--- src/rtl/spi_pkg.sv ---
// rtl/spi_pkg.sv - shared SPI state encoding and default frame width
package spi_pkg;

  localparam int SPI_WIDTH = 13;

  typedef enum logic [2:0] {
    S_IDLE,
    S_LOAD,
    S_SETUP,
    S_HIGH,
    S_LOW,
    S_LATCH,
    S_DONE
  } spi_state_t;

  // Phases that last CLK_DIV cycles and keep the frame busy.
  function automatic logic phase_timed(spi_state_t s);
    return s inside {S_LOAD, S_SETUP, S_HIGH, S_LOW, S_LATCH};
  endfunction

endpackage

--- src/rtl/spi_master_if.sv ---
// rtl/spi_master_if.sv - user word handshake plus SPI pin bundle for spi_master
interface spi_master_if import spi_pkg::*; #(
  parameter int WIDTH = SPI_WIDTH
);

  logic             start;
  logic [WIDTH-1:0] tx_data;
  logic             busy;
  logic             done;
  logic [WIDTH-1:0] rx_data;
  logic             sclk;
  logic             load;
  logic             mosi;
  logic             miso;

  modport master (
    input  start, tx_data, miso,
    output busy, done, rx_data, sclk, load, mosi
  );

  modport slave (
    output start, tx_data, miso,
    input  busy, done, rx_data, sclk, load, mosi
  );

endinterface

--- src/rtl/spi_tick_gen.sv ---
// rtl/spi_tick_gen.sv - half-period counter, tick on the last cycle of each phase
module spi_tick_gen #(
  parameter int CLK_DIV = 4
) (
  input  logic clk,
  input  logic rst,
  input  logic en,
  output logic tick
);

  localparam int            CW   = $clog2(CLK_DIV + 1);
  localparam logic [CW-1:0] LAST = CW'(CLK_DIV - 1);

  logic [CW-1:0] cnt_q, cnt_d;

  // Wrapping keeps consecutive phases aligned without a reload cycle.
  always_comb begin
    cnt_d = cnt_q;
    if (!en || cnt_q == LAST) begin
      cnt_d = '0;
    end else begin
      cnt_d = cnt_q + 1'b1;
    end
  end

  assign tick = en && (cnt_q == LAST);

  always_ff @(posedge clk) begin
    if (rst) begin
      cnt_q <= '0;
    end else begin
      cnt_q <= cnt_d;
    end
  end

endmodule

--- src/rtl/spi_master.sv ---
// rtl/spi_master.sv - SPI master framing WIDTH-bit words between load pulses
module spi_master import spi_pkg::*; #(
  parameter int WIDTH   = SPI_WIDTH,
  parameter int CLK_DIV = 4
) (
  input  logic         clk,
  input  logic         rst,
  spi_master_if.master bus
);

  localparam int            BW       = $clog2(WIDTH);
  localparam logic [BW-1:0] LAST_BIT = BW'(WIDTH - 1);

  spi_state_t       state_q, state_d;
  logic [WIDTH-1:0] tx_sr_q, tx_sr_d;
  logic [WIDTH-1:0] rx_sr_q, rx_sr_d;
  logic [WIDTH-1:0] rx_data_q, rx_data_d;
  logic [BW-1:0]    bit_cnt_q, bit_cnt_d;
  logic             sclk_q, sclk_d;
  logic             load_q, load_d;
  logic             mosi_q, mosi_d;
  logic             busy_q, busy_d;
  logic             done_q, done_d;
  logic             timed_en;
  logic             tick;

  assign timed_en = phase_timed(state_q);

  spi_tick_gen #(
    .CLK_DIV (CLK_DIV)
  ) u_tick_gen (
    .clk  (clk),
    .rst  (rst),
    .en   (timed_en),
    .tick (tick)
  );

  always_ff @(posedge clk) begin
    if (rst) begin
      state_q <= S_IDLE;
    end else begin
      state_q <= state_d;
    end
  end

  always_comb begin
    state_d = state_q;
    unique case (state_q)
      S_IDLE:  if (bus.start) state_d = S_LOAD;
      S_LOAD:  if (tick) state_d = S_SETUP;
      S_SETUP: if (tick) state_d = S_HIGH;
      S_HIGH:  if (tick) state_d = (bit_cnt_q == LAST_BIT) ? S_LATCH : S_LOW;
      S_LOW:   if (tick) state_d = S_HIGH;
      S_LATCH: if (tick) state_d = S_DONE;
      S_DONE:  state_d = S_IDLE;
      default: state_d = S_IDLE;
    endcase
  end

  // Pin outputs are decoded from the next state so they register in step with it.
  always_comb begin
    tx_sr_d   = tx_sr_q;
    rx_sr_d   = rx_sr_q;
    rx_data_d = rx_data_q;
    bit_cnt_d = bit_cnt_q;
    if (state_q == S_IDLE && bus.start) begin
      tx_sr_d   = bus.tx_data;
      bit_cnt_d = '0;
    end
    if (state_q == S_HIGH && tick) begin
      rx_sr_d = {rx_sr_q[WIDTH-2:0], bus.miso};
      if (bit_cnt_q != LAST_BIT) begin
        bit_cnt_d = bit_cnt_q + 1'b1;
      end
    end
    if (state_q == S_HIGH && state_d == S_LOW) begin
      tx_sr_d = tx_sr_q << 1;
    end
    if (state_d == S_DONE) begin
      rx_data_d = rx_sr_q;
    end
    sclk_d = (state_d == S_HIGH);
    load_d = (state_d == S_LOAD) || (state_d == S_LATCH);
    busy_d = phase_timed(state_d);
    done_d = (state_d == S_DONE);
    mosi_d = (state_d inside {S_LOAD, S_SETUP, S_HIGH, S_LOW}) ? tx_sr_d[WIDTH-1] : 1'b0;
  end

  always_ff @(posedge clk) begin
    if (rst) begin
      tx_sr_q   <= '0;
      rx_sr_q   <= '0;
      rx_data_q <= '0;
      bit_cnt_q <= '0;
      sclk_q    <= 1'b0;
      load_q    <= 1'b0;
      mosi_q    <= 1'b0;
      busy_q    <= 1'b0;
      done_q    <= 1'b0;
    end else begin
      tx_sr_q   <= tx_sr_d;
      rx_sr_q   <= rx_sr_d;
      rx_data_q <= rx_data_d;
      bit_cnt_q <= bit_cnt_d;
      sclk_q    <= sclk_d;
      load_q    <= load_d;
      mosi_q    <= mosi_d;
      busy_q    <= busy_d;
      done_q    <= done_d;
    end
  end

  assign bus.sclk    = sclk_q;
  assign bus.load    = load_q;
  assign bus.mosi    = mosi_q;
  assign bus.busy    = busy_q;
  assign bus.done    = done_q;
  assign bus.rx_data = rx_data_q;

endmodule

--- src/flat_wrapper.sv ---
// flat-port wrapper written by rule: the top's interface ports become plain ports
module spi_master_flat import spi_pkg::*;
#(
  parameter int WIDTH   = SPI_WIDTH,
  parameter int CLK_DIV = 4
)
  (clk, rst, bus_start, bus_tx_data, bus_miso, bus_busy, bus_done, bus_rx_data, bus_sclk, bus_load, bus_mosi);
  spi_master_if #(.WIDTH(WIDTH)) bus_i ();
  input  logic clk;
  input  logic rst;
  input wire logic [$bits(bus_i.start)-1:0] bus_start;
  input wire logic [$bits(bus_i.tx_data)-1:0] bus_tx_data;
  input wire logic [$bits(bus_i.miso)-1:0] bus_miso;
  output wire logic [$bits(bus_i.busy)-1:0] bus_busy;
  output wire logic [$bits(bus_i.done)-1:0] bus_done;
  output wire logic [$bits(bus_i.rx_data)-1:0] bus_rx_data;
  output wire logic [$bits(bus_i.sclk)-1:0] bus_sclk;
  output wire logic [$bits(bus_i.load)-1:0] bus_load;
  output wire logic [$bits(bus_i.mosi)-1:0] bus_mosi;
  assign bus_i.start = bus_start;
  assign bus_i.tx_data = bus_tx_data;
  assign bus_i.miso = bus_miso;
  assign bus_busy = bus_i.busy;
  assign bus_done = bus_i.done;
  assign bus_rx_data = bus_i.rx_data;
  assign bus_sclk = bus_i.sclk;
  assign bus_load = bus_i.load;
  assign bus_mosi = bus_i.mosi;
  spi_master #(.WIDTH(WIDTH), .CLK_DIV(CLK_DIV)) u_core (.clk(clk), .rst(rst), .bus(bus_i));
endmodule
--- config.mk ---
export PLATFORM = sky130hd
export DESIGN_NAME = spi_master_flat
export DESIGN_NICKNAME = d
export VERILOG_FILES = /design/src/rtl/spi_pkg.sv /design/src/rtl/spi_master_if.sv /design/src/rtl/spi_tick_gen.sv /design/src/rtl/spi_master.sv /design/src/flat_wrapper.sv
export SDC_FILE = /design/constraint.sdc
export NUM_CORES = 1
export LEC_CHECK = 0
export CAP_MARGIN = 15
export CORE_MARGIN = 2
export CORE_UTILIZATION = 30
export CTS_CLUSTER_DIAMETER = 120
export CTS_CLUSTER_SIZE = 14
export DETAILED_ROUTE_END_ITERATION = 7
export PLACE_DENSITY_LB_ADDON = 0.3
export SKIP_LAST_GASP = 1
export SYNTH_ARGS = -nofsm -noshare
export SYNTH_HDL_FRONTEND = slang
export SYNTH_SLANG_ARGS = --single-unit
--- constraint.sdc ---
create_clock -name clk -period 1.8 [get_ports clk]
set_input_delay 0.36 -clock clk [delete_from_list [all_inputs] [get_ports clk]]
set_output_delay 0.36 -clock clk [all_outputs]
set_load 0.05 [all_outputs]
==> results of run 1 <==
[worst max path at each step]
stage / from / endpoint / slack (ps) / depth (start not counted)
floorplan: u_core.u_tick_gen.cnt_q[0] / u_core.bit_cnt_q[3] / 130 / 8
finish: u_core.u_tick_gen.cnt_q[0] / u_core.bit_cnt_q[2] / 120 / 7
global route: u_core.u_tick_gen.cnt_q[0] / u_core.bit_cnt_q[2] / 30 / 7
global placement: u_core.bit_cnt_q[1] / u_core.bus.mosi / -70 / 6
CTS: u_core.bit_cnt_q[0] / u_core.bus.mosi / 30 / 6
detailed placement: u_core.bit_cnt_q[0] / u_core.bus.mosi / -180 / 6
[cell usage after synthesis, types with 2 or more instances]
| cell | n |
|---|---|
| and2_1 | 2 |
| buf_4 | 2 |
| a21oi_1 | 44 |
| dfxtp_1 | 54 |
| buf_2 | 7 |
| a211oi_1 | 2 |
| nor3_1 | 9 |
| inv_1 | 6 |
| nor4_1 | 2 |
| and4_1 | 2 |
| nand3_1 | 2 |
| o21ai_0 | 5 |
| clkbuf_1 | 8 |
| a22oi_1 | 11 |
| nand2_1 | 67 |
| nor2b_1 | 5 |
| ha_1 | 4 |
| nor2_1 | 9 |
[area by class of cell]
class                      instances  area, um2
timing repair buffer              50        435
inverter                           6       22.5
tap                               96        120
clock inverter                     3       23.8
fill                             725       4120
clock buffer                       5       68.8
multi-input combinational        177        962
sequential                        54       1080
[power groups by stage]
stage	logic (mW)	registers, mW	clock network, mW
finish	0.154	1.23	0.688
global route	0.169	1.24	0.766
CTS	0.153	1.23	0.722
detailed placement	0.153	1.26	0
global placement	0.151	1.26	0
floorplan	0.0745	1.27	0
[metrics by stage]
stage	util, %	hold slack [ps]	setup TNS, ps	worst slack [ps]
3_5_place_dp	38.0	419	-968	-182
6_report	39.7	429	0	117
3_3_place_gp	38.0	407	-177	-66.9
2_1_floorplan	-	399	0	127
4_1_cts	39.4	433	0	31.8
5_1_grt	39.7	452	0	26.9
[logic make-up (layout without fill, tap and decap cells)]
family                   Yosys count  in the layout  synth area share (%)
AO/OA/AOI/OAI                     68             68                  18.3
adder cells (fa/ha/maj)            4              4                  2.34
buffers and inverters             25             64                  5.51
flip-flops                        54             54                  50.6
multiplexers                       1              1                 0.469
AND/OR/NAND/NOR                  104            104                  22.7
[flip-flops by register name, summed over array words and instances, names as in the netlist, 3 cells and up]
name and cells:
u_core.bit_cnt_q 4, u_core.u_tick_gen.cnt_q 3, u_core.tx_sr_q 13, u_core.bus.rx_data 13, u_core.state_q 3, u_core.rx_sr_q 13
[worst reg2reg max path, delay by kind of cell (launching register included)]
family	cells	cell delay (ps)
flip-flops	1	320
buffers and inverters	2	370
adder cells (fa/ha/maj)	2	390
AND/OR/NAND/NOR	3	530
[routing by layer]
layer,global-route usage [%],wire [um]
met4,4.55,37
met5,0,0
met2,19.1,1980
met3,3.64,160
met1,14.4,2200
[timing repair]
action / CTS / global route
endpoints found under the setup margin: 13 / 9
hold endpoints to repair: 0 / 0
buffers inserted: 0 / 0
cloned: 0 / 0
pin swaps: 0 / 1
gates resized for setup: 1 / 4
==> reports/qor.csv, run 1 <==
metric,value,unit
status,finished clean,
hold-critical path depth,1,
first-pass GRT wire length,7070,um
design area,0.00271,mm2
Yosys reg bits,54,
total core area,0.00683,mm2
number of diodes,0,
"most common cell after layout, fill and taps aside",nand2_1,
Rows,30,
Hold Crit Class,reg2reg,
layout cells sized above 1,16.6,%
Slew @ Worst Pin,456,ps
most frequent cells in the layout,"67 x nand2_1, 54 x dfxtp_1, 44 x a21oi_1",
cells after synthesis,256,
Layout area overhead,27.1,%
maximum clock path buffer count,2,
H-tree levels,2,
Post-synth EDFFs,0,
Main synth FF type,dfxtp_1,
GP Congestion,0.739,
Reg2Reg Setup Slack,120,ps
peak supply drop,0.000382,V
Worst setup SP type,flop,
Seq pwr share,59.4,%
largest net degree at the start of global routing,24,
syn_area_per_cell,8.34,um2
total of max-cap violations,0,
Starting Density,31.3,%
Critical R2R Launch,u_core.u_tick_gen.cnt_q[0],
Period minus WS final,1680,ps
yosys warns,0,
post-synth net total,277,
DP HPWL,2950,um
"Seq/Total Area, Yosys",50.6,%
peak per-stage delay on the critical path,320,ps
CP max FO,17,
initial antenna violation count,0,
Post-DP Area,0.00260,mm2
GRT Total Usage,11.7,%
Synth cell types,33,
chip width,88.4,um
period utilisation layout,93.5,%
worst r2r path cells,7,
die height,88.4,um
Initial DRC Count,68,
"CTS clk-pin slew, worst paths",100,ps
Vias,1813,
DP Cell Count,383,
Synth area leader,dfxtp_1,
RR Endpoint,u_core.bit_cnt_q[2],
RSZ-0062 raised after global routing,false,
Slew HR,69.6,%
clk_lat worst skew,310,ps
largest cells by area after synthesis,"dfxtp_1 51%, nand2_1 12%, a21oi_1 10%, a22oi_1 3.9%, ha_1 2.3%",
drt first pass iters,4,
CTS tree,yes,
hold path start,u_core.u_tick_gen.cnt_q[0],
Total Power,2.07,mW
Setup Viol. Count Final,0,
Routed wire per std cell,11.2,um
Sw Share,24.2,%
Int Pwr,1.57,mW
final WL,4380,um
die area,0.00781,mm2
DR DRC count,0,
via density per instance,4.64,
"delay-heaviest family, CP",simple AND/OR/NAND/NOR gates,
Crit Path Category,reg2reg,
clock root cell,clkbuf_8,
Async SR Flop Fraction,0,%
WP buf/inv,2,
CP endpoint kind,flop,
Layout Skew,6.97,ps
Final ANT Viol Nets,0,
IO Port Bufs,34,
CP Data Arrival Time,1910,ps
Lkg Pwr,1.00,nW
nets,315,
Psw,503,uW
vias in the first global route,1598,
Post-CTS Hold Fix Bufs,0,
global route overflow,0,
top cell type's share of synthesized area,50.6,%
Top-Level Pins,35,
combinational share of power,7.4,%
CTS sink count,54,
post-route non-filler standard cell count,391,
crit path cell chain,ha_1 -> ha_1 -> buf_4 -> and4b_1 -> buf_4 -> and4_1 -> nor4_2,
Final Hold Viols,0,
clock share of power,33.2,%
FMAX,594,MHz
total power divided by cell area,764,mW/mm2
CP Data Required Time,2030,ps
Final Slew Violations,0,
WHS Endpoint,u_core.u_tick_gen.cnt_q[0],
CTS Buf Count,5,
"Cell Area, Synth",0.00214,mm2
CP max-delay cell,dfxtp_1,
(Power assumes the default switching activity.)
==> inputs of run 2 (changes only) <==
--- a/config.mk
+++ b/config.mk
@@ -16,3 +16,4 @@
 export SYNTH_ARGS = -nofsm -noshare
 export SYNTH_HDL_FRONTEND = slang
 export SYNTH_SLANG_ARGS = --single-unit
+export TNS_END_PERCENT = 30
==> run 2 against run 1 <==
Effect of this change:
- largest cell class unchanged
- wire length down 0.59%
- total power down 0.28%
- setup slack worse by 27 ps
- die area unchanged
- maximum frequency down 1.6%
- worst hold slack about the same
- critical path depth unchanged
- clock-buffer cell count unchanged
- combinational power about the same
- first-iteration DRC count up 47%
- utilization down 0.26 points
- clock skew up 1.2 ps
==> reports/qor.csv, run 2 (same netlist as run 1, synthesis figures left out) <==
metric,value,unit
status,finished clean,
die height,88.4,um
Vias,1803,
total power divided by cell area,767,mW/mm2
total core area,0.00683,mm2
Slew HR,71.9,%
"delay-heaviest family, CP",simple AND/OR/NAND/NOR gates,
final WL,4350,um
CP max FO,17,
Initial DRC Count,100,
"most common cell after layout, fill and taps aside",nand2_1,
maximum clock path buffer count,2,
GP Congestion,0.739,
global route overflow,0,
CTS Buf Count,5,
Period minus WS final,1710,ps
peak supply drop,0.000383,V
Lkg Pwr,0.997,nW
Final Slew Violations,0,
Crit Path Category,reg2reg,
CP Data Required Time,2020,ps
Routed wire per std cell,11.1,um
initial antenna violation count,0,
Top-Level Pins,35,
nets,315,
CP Data Arrival Time,1930,ps
Layout area overhead,26.2,%
H-tree levels,2,
clock root cell,clkbuf_8,
DR DRC count,0,
# fillers,724,
most frequent cells in the layout,"67 x nand2_1, 54 x dfxtp_1, 44 x a21oi_1",
GRT Total Usage,11.7,%
Worst setup SP type,flop,
crit path cell chain,ha_1 -> ha_1 -> buf_4 -> and4b_1 -> buf_4 -> and4_1 -> nor4_1,
clk_lat worst skew,310,ps
largest net degree at the start of global routing,24,
CTS sink count,54,
"CTS clk-pin slew, worst paths",100,ps
Setup Viol. Count Final,0,
chip width,88.4,um
vias in the first global route,1598,
Slew @ Worst Pin,419,ps
WP buf/inv,2,
die area,0.00781,mm2
Final WS setup,89.9,ps
Starting Density,31.3,%
IO Port Bufs,34,
post-layout util,39.5,%
total of max-cap violations,0,
Post-CTS Hold Fix Bufs,0,
Final Hold Viols,0,
postcts setup bufs,0,
Rows,30,
number of diodes,0,
post-route non-filler standard cell count,391,
first-pass GRT wire length,7070,um
peak per-stage delay on the critical path,320,ps
Placement Setup Slack,-182,ps
period utilisation layout,95.0,%
RSZ-0062 raised after global routing,true,
via density per instance,4.61,
DP HPWL,2950,um
CTS tree,yes,
Layout Skew,8.13,ps
CP endpoint kind,flop,
Hold Crit Class,reg2reg,
DP Cell Count,383,
Final ANT Viol Nets,0,
FMAX,585,MHz
drt first pass iters,4,
layout cells sized above 1,15.9,%
CP max-delay cell,dfxtp_1,
[run 2: cell counts in the layout (fill, tap and decap cells not counted)]
No cell type changed its count.
[run 2: timing repair]
action | 4_1_cts | 5_1_grt
cloned | 0 | 0
endpoints found under the setup margin | 13 | 9
pin swaps | 0 | 0
gates resized for setup | 1 | 1
[run 2: layer usage]
layer,vias up,routed length [um],share of wire (%),track usage (%)
li1,947,-,-,-
met1,821,2180,50,14.4
met2,33,1980,45,19.1
met3,2,154,3.5,3.64
met4,0,37,0.85,4.55
met5,-,0,0,0
[run 2: worst paths after layout]
kind	start	to	slack (ps)	depth (start not counted)
hold reg to reg	u_core.u_tick_gen.cnt_q[0]	u_core.u_tick_gen.cnt_q[0]	430	1
hold / removal	u_core.u_tick_gen.cnt_q[0]	u_core.u_tick_gen.cnt_q[0]	430	1
setup / recovery	u_core.u_tick_gen.cnt_q[0]	u_core.bit_cnt_q[2]	90	7
setup reg to reg	u_core.u_tick_gen.cnt_q[0]	u_core.bit_cnt_q[2]	90	7
[run 2: power by group]
group          switching (mW)  internal, mW  leakage (nW)  total (mW)
clock network           0.406         0.279        0.0408       0.685
registers              0.0128          1.22         0.438        1.23
logic                  0.0801        0.0712         0.518       0.151
[run 2: worst reg2reg max path, stage by stage (launching register included)]
cell and delay (ps):
dfxtp_1 320, ha_1 190, ha_1 200, buf_4 170, and4b_1 190, buf_4 200, and4_1 220, nor4_1 150
[run 2: per-stage QoR]
stage / area (um2) / setup TNS (ps) / total power [mW] / hold slack (ps)
3_3_place_gp: 2600 / -177 / 1.41 / 407
3_5_place_dp: 2600 / -968 / 1.41 / 419
6_report: 2700 / 0 / 2.07 / 429
2_1_floorplan: 2140 / 0 / 1.35 / 399
5_1_grt: 2700 / -210 / 2.17 / 452
4_1_cts: 2690 / 0 / 2.11 / 433
[run 2: cell type report]
cell class                 count  area (um2)  share of cell area, %
sequential                    54        1080                   40.1
timing repair buffer          50         435                   16.1
multi-input combinational    177         945                   35.0
tap                           96         120                   4.45
clock inverter                 3        23.8                  0.882
clock buffer                   5        68.8                   2.55
inverter                       6        22.5                  0.835
==> inputs of run 3 (changes only) <==
--- a/config.mk
+++ b/config.mk
@@ -11,8 +11,10 @@
 export CTS_CLUSTER_DIAMETER = 120
 export CTS_CLUSTER_SIZE = 14
 export DETAILED_ROUTE_END_ITERATION = 7
+export DONT_BUFFER_PORTS = 1
 export PLACE_DENSITY_LB_ADDON = 0.3
 export SKIP_LAST_GASP = 1
+export SLEW_MARGIN = 20
 export SYNTH_ARGS = -nofsm -noshare
 export SYNTH_HDL_FRONTEND = slang
 export SYNTH_SLANG_ARGS = --single-unit
==> constraint.sdc (replaced) <==
create_clock -name clk -period 1.8 [get_ports clk]
set_input_delay 0.54 -clock clk [delete_from_list [all_inputs] [get_ports clk]]
set_output_delay 0.54 -clock clk [all_outputs]
set_load 0.05 [all_outputs]
==> run 3 against run 2 <==
Effect of this change:
- critical path type unchanged
- highest routed layer unchanged
- clock-buffer cell count stayed put
- sequential power hardly changed
- via count is 6.2% lower
- wire length is 1.8% lower
- register-to-register slack better by 90 ps
- worst hold slack worse by 130 ps
- largest power group unchanged
- clock skew is 3.1 ps higher
- total power is 2.2% lower
- die area stayed put
- sequential share of layout area is 5.9 points higher
==> reports/qor.csv, run 3 (same netlist as run 1, synthesis figures left out) <==
metric,value,unit
status,finished clean,
layout cells sized above 1,9.02,%
initial antenna violation count,0,
drt first pass iters,4,
Final Hold Viols,0,
IO Port Bufs,0,
Layout Skew,11.2,ps
crit path cell chain,inv_1 -> ha_1 -> and4_1 -> o21ba_2 -> a21oi_1 -> nor2_1,
Top-Level Pins,35,
vias in the first global route,1605,
maximum clock path buffer count,2,
Crit Path Category,reg2reg,
Slew HR,64.9,%
nets,275,
"CTS clk-pin slew, worst paths",100,ps
largest net degree at the start of global routing,52,
die height,88.4,um
Initial DRC Count,125,
total of max-cap violations,0,
Setup Viol. Count Final,0,
Final ANT Viol Nets,0,
RSZ-0062 raised after global routing,false,
most frequent cells in the layout,"67 x nand2_1, 54 x dfxtp_1, 44 x a21oi_1",
Final Slew Violations,0,
total core area,0.00683,mm2
clock root cell,clkbuf_8,
WP buf/inv,1,
total power divided by cell area,861,mW/mm2
CP endpoint kind,flop,
"most common cell after layout, fill and taps aside",nand2_1,
peak supply drop,0.000289,V
CP Data Required Time,2010,ps
Rows,30,
DR DRC count,0,
CP Data Arrival Time,1840,ps
Slew @ Worst Pin,526,ps
hold_ws,298,ps
first-pass GRT wire length,7040,um
GRT Total Usage,11.5,%
CTS sink count,54,
CP max-delay cell,dfxtp_1,
Post-CTS Hold Fix Bufs,0,
die area,0.00781,mm2
"delay-heaviest family, CP",compound AO/OA/AOI/OAI gates,
TNS Setup,0,ps
Vias,1692,
Worst setup SP type,flop,
peak per-stage delay on the critical path,410,ps
Hold Crit Class,in2reg,
Starting Density,31.3,%
CP max FO,12,
Routed wire per std cell,12.2,um
CTS Buf Count,5,
CTS tree,yes,
Layout area overhead,10.0,%
GP Congestion,0.745,
Period minus WS final,1620,ps
period utilisation layout,90.1,%
number of diodes,0,
H-tree levels,2,
global route overflow,0,
chip width,88.4,um
final WL,4270,um
DP HPWL,2800,um
clk_lat worst skew,310,ps
Lkg Pwr,0.810,nW
via density per instance,4.82,
FMAX,617,MHz
## run 3: routing by layer
| layer | wire (um) | vias up | global-route usage (%) |
|---|---|---|---|
| met5 | 0 | - | 0 |
| met4 | 87 | 0 | 5.10 |
| met3 | 212 | 9 | 3.54 |
| met2 | 1910 | 32 | 19.1 |
| met1 | 2070 | 782 | 13.8 |
| li1 | - | 869 | - |
## run 3: layout make-up
cell class / instances / area [um2]
tap: 96 / 120
timing repair buffer: 10 / 91.3
fill: 750 / 4480
clock inverter: 3 / 25.0
inverter: 6 / 22.5
multi-input combinational: 177 / 941
clock buffer: 5 / 68.8
sequential: 54 / 1080
## run 3: what timing repair did
item                                    4_1_cts  5_1_grt
endpoints found under the setup margin        0       21
hold endpoints to repair                      0        0
gates resized for setup                       0        3
setup buffers                                 0        0
## run 3: report_power, final
part | internal [mW] | switching, mW | leakage (nW) | total, mW
registers | 1.22 | 0.0315 | 0.438 | 1.25
logic | 0.0341 | 0.0359 | 0.327 | 0.0701
clock network | 0.282 | 0.420 | 0.0447 | 0.701
## run 3: per-stage QoR
step | setup WS (ps) | cells | power [mW] | util (%) | cell area [um2]
6_report | 178 | 351 | 2.02 | 34.4 | 2350
5_1_grt | 27.9 | 351 | 2.10 | 34.4 | 2350
4_1_cts | 141 | 351 | 2.05 | 34.3 | 2340
3_5_place_dp | 169 | 343 | 1.35 | 32.9 | 2250
3_3_place_gp | 200 | 343 | 1.35 | 32.9 | 2250
2_1_floorplan | 127 | 256 | 1.35 | - | 2140
## run 3: worst paths after layout
kind | startpoint | end | slack, ps | depth (start not counted)
setup reg to reg | u_core.bit_cnt_q[0] | u_core.bit_cnt_q[0] | 180 | 6
setup / recovery | u_core.bit_cnt_q[0] | u_core.bit_cnt_q[0] | 180 | 6
hold / removal | rst | u_core.state_q[1] | 300 | 1
hold reg to reg | u_core.u_tick_gen.cnt_q[0] | u_core.u_tick_gen.cnt_q[0] | 430 | 1
